### src/rtl/lfsr8.sv
// lfsr8: 8-bit maximal-length Fibonacci LFSR, taps 8,6,5,4, advancing every
// cycle. Seeded to 8'h5A by synchronous active-high reset.
//   clk   in   clock
//   reset in   synchronous, active-high
//   q     out  current LFSR state
module lfsr8 (
  input  logic       clk,
  input  logic       reset,
  output logic [7:0] q
);

  logic [7:0] lfsr_q;
  logic [7:0] lfsr_d;

  always_comb begin
    lfsr_d = {lfsr_q[6:0], lfsr_q[7] ^ lfsr_q[5] ^ lfsr_q[4] ^ lfsr_q[3]};
  end

  always_ff @(posedge clk) begin
    if (reset) lfsr_q <= 8'h5A;
    else       lfsr_q <= lfsr_d;
  end

  assign q = lfsr_q;

endmodule

### config.mk
export PLATFORM = sky130hd
export DESIGN_NAME = lfsr8
export DESIGN_NICKNAME = d
export VERILOG_FILES = /design/src/rtl/lfsr8.sv
export SDC_FILE = /design/constraint.sdc
export NUM_CORES = 1
export LEC_CHECK = 0
export BUFFER_PORTS_ARGS = -buffer_cell sky130_fd_sc_hd__buf_4
export CAP_MARGIN = 10
export CORE_AREA = 2 2 39 41
export CTS_CLUSTER_SIZE = 24
export DETAILED_ROUTE_END_ITERATION = 12
export DIE_AREA = 0 0 41 43
export HOLD_SLACK_MARGIN = 0.03
export PLACE_DENSITY = 0.47
export SYNTH_ARGS = -nofsm -noshare
export SYNTH_HDL_FRONTEND = slang
export SYNTH_SLANG_ARGS = --single-unit
export TNS_END_PERCENT = 100
### constraint.sdc
create_clock -name clk -period 1.9 [get_ports clk]
set_clock_uncertainty 0.05 [all_clocks]
set_input_delay 0.57 -clock clk [delete_from_list [all_inputs] [get_ports clk]]
set_output_delay 0.57 -clock clk [all_outputs]
set_load 0.005 [all_outputs]
* Word level (Yosys, flattened, before mapping)
Index checks and enable logic that the tools add are counted.
** Word-level totals
- Input bits :: 2
- Bits in registers :: 8
** Cells by class
- Bitwise logic cells :: 3
** Operators with widths (count)
- 1-bit bitwise XOR :: 3

* Longest topological paths before layout
Gate-level depths: netlist (run 1).
- Depth in word-level cells :: 3
- Depth in mapped cells :: 3
- Mapped depth without buffers :: 3

* Worst setup path after synthesis (run 1)
Ideal clock, no wire load.
- Path kind :: reg-to-output
- Start :: register lfsr_q[3] (netlist: q[3])
- End :: output q[3]
- Cell stages (with the launch flop) :: 2
- Path slack :: 0.842 ns
- Arrival time :: 0.438 ns
- Cell sequence :: dfxtp_1 > buf_4
** RTL lines
- from (decl) :: RTL line 12 : logic [7:0] lfsr_q;
- from (signal assigned) :: RTL line 21 : else lfsr_q <= lfsr_d;
- to (decl) :: RTL line 9 : output logic [7:0] q
No word-level cell between the ends.

* Worst setup path after layout (run 1)
- Start :: register lfsr_q[5] (netlist: q[5])
- End :: output q[5]
No word-level cell between the ends.

==> results of run 1 <==
==> cells by family after synthesis <==
logic type,after synthesis
flops,8
buf+inv,7
xor+xnor,3
simple gates,8
==> layout by cell type, fill, tap and decap left out <==
master,Yosys,final
sky130_fd_sc_hd__buf_4,7,9
sky130_fd_sc_hd__or2_1,4,4
sky130_fd_sc_hd__nor2b_1,3,3
sky130_fd_sc_hd__clkbuf_4,0,3
sky130_fd_sc_hd__dfxtp_1,8,8
sky130_fd_sc_hd__xnor2_1,3,3
sky130_fd_sc_hd__nor2_1,1,1
==> worst paths after layout <==
kind         from  endpoint  slack, ps  cells after the start
max          q[5]      q[5]        540                      1
min          q[2]      q[3]        400                      1
max reg2reg  q[5]      q[0]       1010                      3
min reg2reg  q[2]      q[3]        400                      1
==> stage by stage <==
stage | setup WS (ps) | power, mW | cells | instance area (sq um) | hold slack, ps
after floorplan | 842.0 | 0.2344 | 26 | 286.5 | 359.2
after global placement | 806.8 | 0.2466 | 44 | 321.6 | 377.4
after detailed placement | 801.8 | 0.2459 | 44 | 321.6 | 370.6
after CTS | 532.3 | 0.3755 | 47 | 344.1 | 402.8
after global routing | 514.1 | 0.3864 | 47 | 344.1 | 409.2
final | 538.4 | 0.3692 | 47 | 344.1 | 402.2
==> layer usage <==
layer,track usage [%],wire [microns]
met1,5.902,206
met2,5.313,124
met3,6.806,77
met5,0,0
met4,0,0
==> power by group <==
| part | total [mW] | internal, mW | leakage, nW | switching, mW |
|---|---|---|---|---|
| Combinational | 0.0488 | 0.0321 | 0.0663 | 0.0167 |
| Sequential | 0.194 | 0.184 | 0.0671 | 0.00983 |
| Clock | 0.126 | 0.0721 | 0.0138 | 0.0544 |
==> layout make-up <==
cell class              instances  share of cell area [%]
multi-input cells              11                   21.45
well taps                      16                   5.818
flip-flops and latches          8                   46.55
repair buffers                  9                   19.64
clock buffers                   3                   6.545
==> results.md, run 1 <==
* Flip-flop count of the largest register after layout at 8
* Critical Path Sink Type: output port
* Critical path type: reg -> out
* Library cell used as clock root buffer: sky130_fd_sc_hd__clkbuf_4
* Final worst path period share at 71.66%
* Final number of hold-violating endpoints at 0
* Clock tree from TritonCTS: built
* Routed wire per std cell at 8.681 microns
* Top cell type's share of synthesized area at 55.90%
* Maximum vdd drop at 0.5244 mV
* Kind of start point of the critical path: register
* Summed instance area of the synthesized netlist at 286.5 sq um
* Count of routing violations after the opening detailed-route iteration at 0
* Power density normalized to cell area at 1073 nW/um^2
* Total clock buffers created by CTS at 3
* Initial antenna violation count at 0
* I/O pins at 10
* Length of the first detailed-routing pass in iterations at 1
* Std-Cell Core Area at 1384 sq um
* Area used by multi-input combinational logic at 73.82 sq um
* Worst-Margin Slew at 178.5 ps
* Synthesis-stage register bit count at 8
* Grt ovf at 0
* Clock network latency to the later pin of the worst-skew pair at 250 ps
* Cell type of the slowest stage on the worst timing path: sky130_fd_sc_hd__dfxtp_1
* Area of all sequential standard cells at 160.2 sq um
* Post-detailed-route DRC marker count at 0
* Number of nets in the finished design at 35
* Warning count from the yosys run at 0
* Final min period at 1362 ps
* CTS Hold Buffers Added at 0
* Filler cell count at 143
* Count of buffering cells on the critical path with inverters included at 1
* Syn Area/Cell at 11.02 sq um
* Post-CTS setup-driven buffer insertion count at 0
* Net count after synthesis at 28
* Count of different cell masters after synthesis at 6
* EDFF count, synth at 0
* Global-route wire length before repair at 531 microns
* RSZ-0062 raised after global routing: false
* Adder-cell area share of the yosys netlist at 0%
* Sequential area share after synthesis at 55.90%
* Slew Limit Fails at 0
* Post-Synth Simple-Gate Area at 16.59%
* Post_cts resized at 0
* Status: complete, no violations
* Clock tree sinks at 8
* Combinational family with the most area after synthesis: buffers and inverters
* CTS H-Tree Depth at 1
* Post-route antenna net violation count at 0
* Fraction of synthesized cell area in xor and xnor cells at 9.170%
* Most instantiated cells after synthesis: sky130_fd_sc_hd__dfxtp_1, sky130_fd_sc_hd__buf_4, sky130_fd_sc_hd__or2_1
* Antenna Diode Count at 0
* Post-synth ARST share at 0%
* Die boundary height at 43 microns
* Area delta synth->final at 20.09%
* Ratio of cells with drive above 1 in the final layout at 38.71%
* Number of port buffers at 9
* Delay contributed by the slowest stage of the critical path at 370 ps
* Worst-path cell chain: buf_4
* Path type of the worst min-delay path: reg -> reg
* Most instantiated library cell after synthesis: sky130_fd_sc_hd__dfxtp_1
* Pin count of the biggest net entering global routing at 9
* Number of setup violations in the final report at 0
* Overall global routing resource usage at 4.848%
* Leakage power summed over all cells at 0.1472 nW
* Via count at 161
* Final weighted congestion in routability-driven placement at 0.6525
* DIE AREA at 1763 sq um
* Proportion of synthesized area in mux cells at 0%
* Remaining max-slew budget at the tightest pin at 88.01%
* Predominant post-synthesis flop cell: sky130_fd_sc_hd__dfxtp_1
* Top delay family on crit path: flip-flops
* Worst endpoint data arrival time at 740 ps
* Initial Utilization at 20.71%
* Detailed Route WL at 408 microns
* Max Clock Freq at 734.4 MHz
* Fraction of the mapped netlist area in compound gates at 0%
* Total negative slack at 0 ps
* Die Width at 41 microns
* Worst-path clk slew at 50 ps
* Maximum fanout count along the critical path at 3
* Vias in the first global route at 142
* Post-synthesis cell count at 26
* Data required time of the worst path at 1280 ps
* Ranking of synthesized cells by area: sky130_fd_sc_hd__dfxtp_1, sky130_fd_sc_hd__buf_4, sky130_fd_sc_hd__xnor2_1, sky130_fd_sc_hd__or2_1, sky130_fd_sc_hd__nor2b_1
* Worst-case clock buffer depth at 2
* Std-Cell Rows at 14
* Post-route core utilization at 24.86%
* Via/cell ratio at 3.426
* Top cell type by total area after synthesis: sky130_fd_sc_hd__dfxtp_1
* Max-cap viol count at 0
Note: power is estimated with default switching activity, not from simulation.
==> run 2, diff against run 1 <==
--- a/config.mk
+++ b/config.mk
@@ -5,6 +5,7 @@
 export SDC_FILE = /design/constraint.sdc
 export NUM_CORES = 1
 export LEC_CHECK = 0
+export ABC_AREA = 1
 export BUFFER_PORTS_ARGS = -buffer_cell sky130_fd_sc_hd__buf_4
 export CAP_MARGIN = 10
 export CORE_AREA = 2 2 39 41
@@ -12,7 +13,7 @@
 export DETAILED_ROUTE_END_ITERATION = 12
 export DIE_AREA = 0 0 41 43
 export HOLD_SLACK_MARGIN = 0.03
-export PLACE_DENSITY = 0.47
+export PLACE_DENSITY = 0.52
 export SYNTH_ARGS = -nofsm -noshare
 export SYNTH_HDL_FRONTEND = slang
 export SYNTH_SLANG_ARGS = --single-unit
==> constraint.sdc (replaced) <==
create_clock -name clk -period 1.2 [get_ports clk]
set_clock_uncertainty 0.05 [all_clocks]
set_input_delay 0.36 -clock clk [delete_from_list [all_inputs] [get_ports clk]]
set_output_delay 0.36 -clock clk [all_outputs]
set_load 0.005 [all_outputs]
==> results.md, run 2 <==
* Status: complete, no violations
* Delay contributed by the slowest stage of the critical path at 380 ps
* Post-synth ARST share at 0%
* Length of the first detailed-routing pass in iterations at 3
* CTS Hold Buffers Added at 0
* Proportion of synthesized area in mux cells at 0%
* Die Width at 41 microns
* Switch share at 23.21%
* Most instantiated library cell after synthesis: sky130_fd_sc_hd__nand2_1
* Detailed Route WL at 506 microns
* Final min period at 1175 ps
* Predominant post-synthesis flop cell: sky130_fd_sc_hd__dfxtp_1
* Syn Area/Cell at 7.536 sq um
* Clock network latency to the later pin of the worst-skew pair at 250 ps
* Summed instance area of the synthesized netlist at 331.6 sq um
* Count of placed standard cells including taps at 62
* Crit path launch: q[3]
* Post-CTS setup-driven buffer insertion count at 0
* Global-route wire length before repair at 848 microns
* Worst setup path endpoint: q[3]
* Final weighted congestion in routability-driven placement at 0.6681
* Adder-cell area share of the yosys netlist at 0%
* Number of nets in the finished design at 53
* Warning count from the yosys run at 0
* Final number of hold-violating endpoints at 0
* Worst r2r src: q[3]
* Maximum vdd drop at 0.4290 mV
* Overall global routing resource usage at 7.746%
* Data required time of the worst path at 790 ps
* Flip-flop count of the largest register after layout at 8
* Most instantiated cells after synthesis: sky130_fd_sc_hd__nand2_1, sky130_fd_sc_hd__dfxtp_1, sky130_fd_sc_hd__buf_4
* Fraction of the mapped netlist area in compound gates at 2.642%
* Total clock buffers created by CTS at 3
* Antenna Diode Count at 0
* Post-detailed-route DRC marker count at 0
* Cell type of the slowest stage on the worst timing path: sky130_fd_sc_hd__dfxtp_1
* Initial Utilization at 23.96%
* Net count after synthesis at 46
* Setup slack after placement at 243.2 ps
* Worst r2r dst: q[0]
* Top cell type by total area after synthesis: sky130_fd_sc_hd__dfxtp_1
* Total negative slack at 0 ps
* Vias in the first global route at 228
* Power density normalized to cell area at 1475 nW/um^2
* Worst path depth at 1
* Fin cells at 65
* Slew Limit Fails at 0
* Top delay family on crit path: flip-flops
* Ratio of cells with drive above 1 in the final layout at 42.86%
* Half-perimeter wire length after detailed placement at 368.6 microns
* Filler cell count at 152
* Critical path type: reg -> out
* Combinational family with the most area after synthesis: simple AND/OR/NAND/NOR gates
* Std-Cell Rows at 14
* Count of buffering cells on the critical path with inverters included at 1
* Library cell used as clock root buffer: sky130_fd_sc_hd__clkbuf_4
* Final worst-path setup slack at 24.79 ps
* Post-route antenna net violation count at 0
* Internal portion of total power at 0.4451 mW
* R2R cell count at 5
* Final worst path period share at 97.93%
* Count of routing violations after the opening detailed-route iteration at 2
* Clock tree from TritonCTS: built
* Worst-path cell chain: buf_4
* CTS H-Tree Depth at 1
* Initial antenna violation count at 0
* EDFF count, synth at 0
* Worst endpoint data arrival time at 770 ps
* Max-cap viol count at 0
* Maximum fanout count along the critical path at 4
* Post-Synth Simple-Gate Area at 25.28%
* Portion of total power attributed to sequential cells at 52.3%
* Leakage power summed over all cells at 0.2180 nW
* Pin count of the biggest net entering global routing at 8
* Number of port buffers at 9
* Critical Path Sink Type: output port
* Clock power frac at 34.4%
* Sequential area share after synthesis at 48.30%
* Routed wire per std cell at 7.785 microns
* Synthesis-stage register bit count at 8
* Area delta synth->final at 18.49%
* Combinational power share at 13.3%
* Hold_ws at 260.9 ps
* Post-synthesis cell count at 44
* Fraction of synthesized cell area in xor and xnor cells at 0%
* Worst-case clock buffer depth at 2
* Die boundary height at 43 microns
* Post_cts resized at 0
* Switching power at 0.1345 mW
* Path type of the worst min-delay path: in -> reg
* Remaining max-slew budget at the tightest pin at 90.09%
* Most common cell after layout, fill and taps aside: sky130_fd_sc_hd__nand2_1
* Commonest non-fill, non-tap cells in the layout: sky130_fd_sc_hd__nand2_1, sky130_fd_sc_hd__buf_4, sky130_fd_sc_hd__dfxtp_1, sky130_fd_sc_hd__inv_1
* Worst-Margin Slew at 148.4 ps
* Worst-path clk slew at 50 ps
* RSZ-0062 raised after global routing: false
* Kind of start point of the critical path: register
* DIE AREA at 1763 sq um
* FF-to-FF setup slack at 380 ps
* Clock tree sinks at 8
* Via count at 248
* Top cell type's share of synthesized area at 48.30%
* Count of different cell masters after synthesis at 8
* Grt ovf at 0
* Std-Cell Core Area at 1384 sq um
* I/O pins at 10
* Number of setup violations in the final report at 0
* Via/cell ratio at 3.815
* Max Clock Freq at 850.9 MHz
* Ranking of synthesized cells by area: sky130_fd_sc_hd__dfxtp_1, sky130_fd_sc_hd__nand2_1, sky130_fd_sc_hd__buf_4, sky130_fd_sc_hd__inv_1, sky130_fd_sc_hd__or2_2
[run 2: cell count changes after synthesis]
cell / before / now
sky130_fd_sc_hd__a21oi_2: 0 / 1
sky130_fd_sc_hd__inv_1: 0 / 4
sky130_fd_sc_hd__inv_2: 0 / 3
sky130_fd_sc_hd__nand2_1: 0 / 16
sky130_fd_sc_hd__nor2_1: 1 / 3
sky130_fd_sc_hd__nor2b_1: 3 / 0
sky130_fd_sc_hd__or2_1: 4 / 0
sky130_fd_sc_hd__or2_2: 0 / 2
sky130_fd_sc_hd__xnor2_1: 3 / 0
[run 2: worst min-delay path by stage]
stage | from | to | cells past startpoint
after floorplan | q[1] | q[2] | 2
after CTS | reset | q[0] | 2
after detailed placement | q[6] | q[7] | 2
after global placement | q[6] | q[7] | 2
after global routing | reset | q[7] | 2
final | reset | q[0] | 2
[run 2: metal layers]
layer	vias to the layer above	global-route usage (%)	wire, microns
li1	132	-	-
met1	102	9.061	243
met2	12	8.750	210
met3	2	4.712	37
met4	0	8.000	14
met5	-	0	0
[run 2: cells by family after synthesis]
family | count (synthesis)
and+or+nand+nor | 21
buffers and inverters | 14
DFF | 8
AOI/OAI and AO/OA | 1
[run 2: final cells by class]
type	count	area, sq um	share of cell area [%]
inverters	7	26.28	6.688
clock buffers	3	22.52	5.732
well taps	16	20.02	5.096
flip-flops and latches	8	163.9	41.72
multi-input cells	22	92.59	23.57
repair buffers	9	67.56	17.20
[run 2: power groups by stage]
stage | registers, mW | logic (mW) | clock network [mW]
after floorplan | 0.305 | 0.0618 | 0
after global placement | 0.308 | 0.0769 | 0
after detailed placement | 0.307 | 0.0777 | 0
after CTS | 0.302 | 0.0787 | 0.208
after global routing | 0.307 | 0.0888 | 0.219
final | 0.303 | 0.0770 | 0.199
[run 2: through the flow]
step / power, mW / util [%] / area (sq um)
global route: 0.6141 / 28.39 / 392.9
global placement: 0.3846 / 26.49 / 366.6
detailed placement: 0.3847 / 26.49 / 366.6
floorplan: 0.3664 / - / 331.6
finish: 0.5797 / 28.39 / 392.9
CTS: 0.5886 / 28.12 / 389.1
==> run 3, diff against run 2 <==
--- a/config.mk
+++ b/config.mk
@@ -13,7 +13,8 @@
 export DETAILED_ROUTE_END_ITERATION = 12
 export DIE_AREA = 0 0 41 43
 export HOLD_SLACK_MARGIN = 0.03
-export PLACE_DENSITY = 0.52
+export PLACE_DENSITY_LB_ADDON = 0.3
+export SETUP_SLACK_MARGIN = 0.2
 export SYNTH_ARGS = -nofsm -noshare
 export SYNTH_HDL_FRONTEND = slang
 export SYNTH_SLANG_ARGS = --single-unit
==> results.md, run 3 (synthesized netlist as in run 2, its figures left out) <==
* Flip-flop count of the largest register after layout at 8
* Ratio of cells with drive above 1 in the final layout at 56.60%
* Max-cap viol count at 0
* Top delay family on crit path: flip-flops
* Library cell used as clock root buffer: sky130_fd_sc_hd__clkbuf_4
* Number of nets in the finished design at 57
* Worst-case clock buffer depth at 2
* Slew Limit Fails at 0
* Critical path type: reg -> out
* Post-route antenna net violation count at 0
* Final number of hold-violating endpoints at 0
* Cell type of the slowest stage on the worst timing path: sky130_fd_sc_hd__dfxtp_2
* Maximum vdd drop at 0.2725 mV
* Length of the first detailed-routing pass in iterations at 4
* Final worst path period share at 91.81%
* Total clock buffers created by CTS at 3
* FF-to-FF setup slack at 280 ps
* Critical Path Sink Type: output port
* Via/cell ratio at 3.725
* Leakage power summed over all cells at 0.2470 nW
* Antenna Diode Count at 0
* Worst Hold Endpoint: q[2]
* Final worst-path setup slack at 98.23 ps
* RSZ-0062 raised after global routing: true
* R2R cell count at 6
* Kind of start point of the critical path: register
* Path type of the worst min-delay path: in -> reg
* Setup slack after placement at 243.9 ps
* Post-route cell area at 459.2 sq um
* Worst r2r src: q[4]
* Worst endpoint data arrival time at 690 ps
* Half-perimeter wire length after detailed placement at 383.3 microns
* Final weighted congestion in routability-driven placement at 0.6445
* Number of setup violations in the final report at 0
* Clock network latency to the later pin of the worst-skew pair at 260 ps
* Clock tree from TritonCTS: built
* Worst-Margin Slew at 93.68 ps
* Global-route wire length before repair at 807 microns
* Via count at 257
* Number of port buffers at 9
* Initial antenna violation count at 0
* Area delta synth->final at 38.49%
* Std-Cell Core Area at 1384 sq um
* Crit path launch: q[5]
* Max Clock Freq at 907.6 MHz
* I/O pins at 10
* Worst r2r dst: q[0]
* Remaining max-slew budget at the tightest pin at 93.73%
* Routed wire per std cell at 8.174 microns
* Delay contributed by the slowest stage of the critical path at 330 ps
* Total negative slack at 0 ps
* Data required time of the worst path at 790 ps
* Final min period at 1102 ps
* Fin cells at 69
* Count of buffering cells on the critical path with inverters included at 1
* Overall global routing resource usage at 7.351%
* Number of cells on the worst hold path at 2
* Status: complete, no violations
* Die boundary height at 43 microns
* Detailed Route WL at 564 microns
* Count of routing violations after the opening detailed-route iteration at 7
* Pin count of the biggest net entering global routing at 8
* Vias in the first global route at 241
* Grt ovf at 0
* Die Width at 41 microns
* Worst-path clk slew at 60 ps
* Worst-path cell chain: buf_6
* CTS H-Tree Depth at 1
* Area after detailed placement at 366.6 sq um
* Clock tree sinks at 8
* Commonest non-fill, non-tap cells in the layout: sky130_fd_sc_hd__nand2_1, sky130_fd_sc_hd__buf_6, sky130_fd_sc_hd__dfxtp_2, sky130_fd_sc_hd__buf_4, sky130_fd_sc_hd__inv_1
* Post-detailed-route DRC marker count at 0
* Std-Cell Rows at 14
* Count of placed standard cells including taps at 62
* Hold wc startpoint: reset
* DIE AREA at 1763 sq um
* Power density normalized to cell area at 1363 nW/um^2
* Maximum fanout count along the critical path at 2
* Initial Utilization at 23.96%
* Most common cell after layout, fill and taps aside: sky130_fd_sc_hd__nand2_1
==> run 3: cell count changes in the layout (fill, tap and decap cells not counted) <==
cell / delta
sky130_fd_sc_hd__buf_6: +8
sky130_fd_sc_hd__dfxtp_1: -5
sky130_fd_sc_hd__dfxtp_2: +5
sky130_fd_sc_hd__buf_4: -4
==> run 3: worst max path at each step <==
stage                     slack, ps  endpoint  cells after the start
final                           100      q[5]                      1
after global routing             90      q[7]                      1
after CTS                        90      q[3]                      1
after detailed placement        240      q[1]                      2
after global placement          250      q[1]                      2
after floorplan                 320      q[4]                      1
==> run 3: per-layer routing <==
metal / share of wire (%) / routed length (microns) / GRT usage [%] / vias to the layer above
li1: - / - / - / 138
met1: 46 / 260 / 8.442 / 110
met4: 0 / 0 / 10.00 / 0
met5: 0 / 0 / 0 / -
met2: 49 / 278 / 9.063 / 9
met3: 4.4 / 25 / 1.571 / 0
==> run 3: cell type report <==
class	instances	area, sq um
fill	147	924.6
sequential	8	170.2
timing repair buffer	13	127.6
multi-input combinational	22	92.59
inverter	7	26.28
clock buffer	3	22.52
tap	16	20.02
==> run 3: metrics by stage <==
step	hold slack (ps)	utilization [%]	power [mW]
CTS	242.2	33.18	0.6326
detailed placement	369.8	26.49	0.3854
finish	244.8	33.18	0.6259
floorplan	353.4	-	0.3664
global placement	368.6	26.49	0.3850
global route	248.8	33.18	0.6476
==> run 3: power breakdown <==
group / internal, mW / switching (mW)
combinational: 0.0654 / 0.0423
sequential: 0.291 / 0.0136
clock: 0.115 / 0.0988
total: 0.471 / 0.155
==> run 3: timing repair <==
| item | CTS | global route |
|---|---|---|
| buffers inserted | 4 | 0 |
| setup endpoints to repair | 8 | 8 |
| resized for setup | 16 | 0 |
| hold buffers | 0 | 0 |
| pin swaps | 0 | 0 |
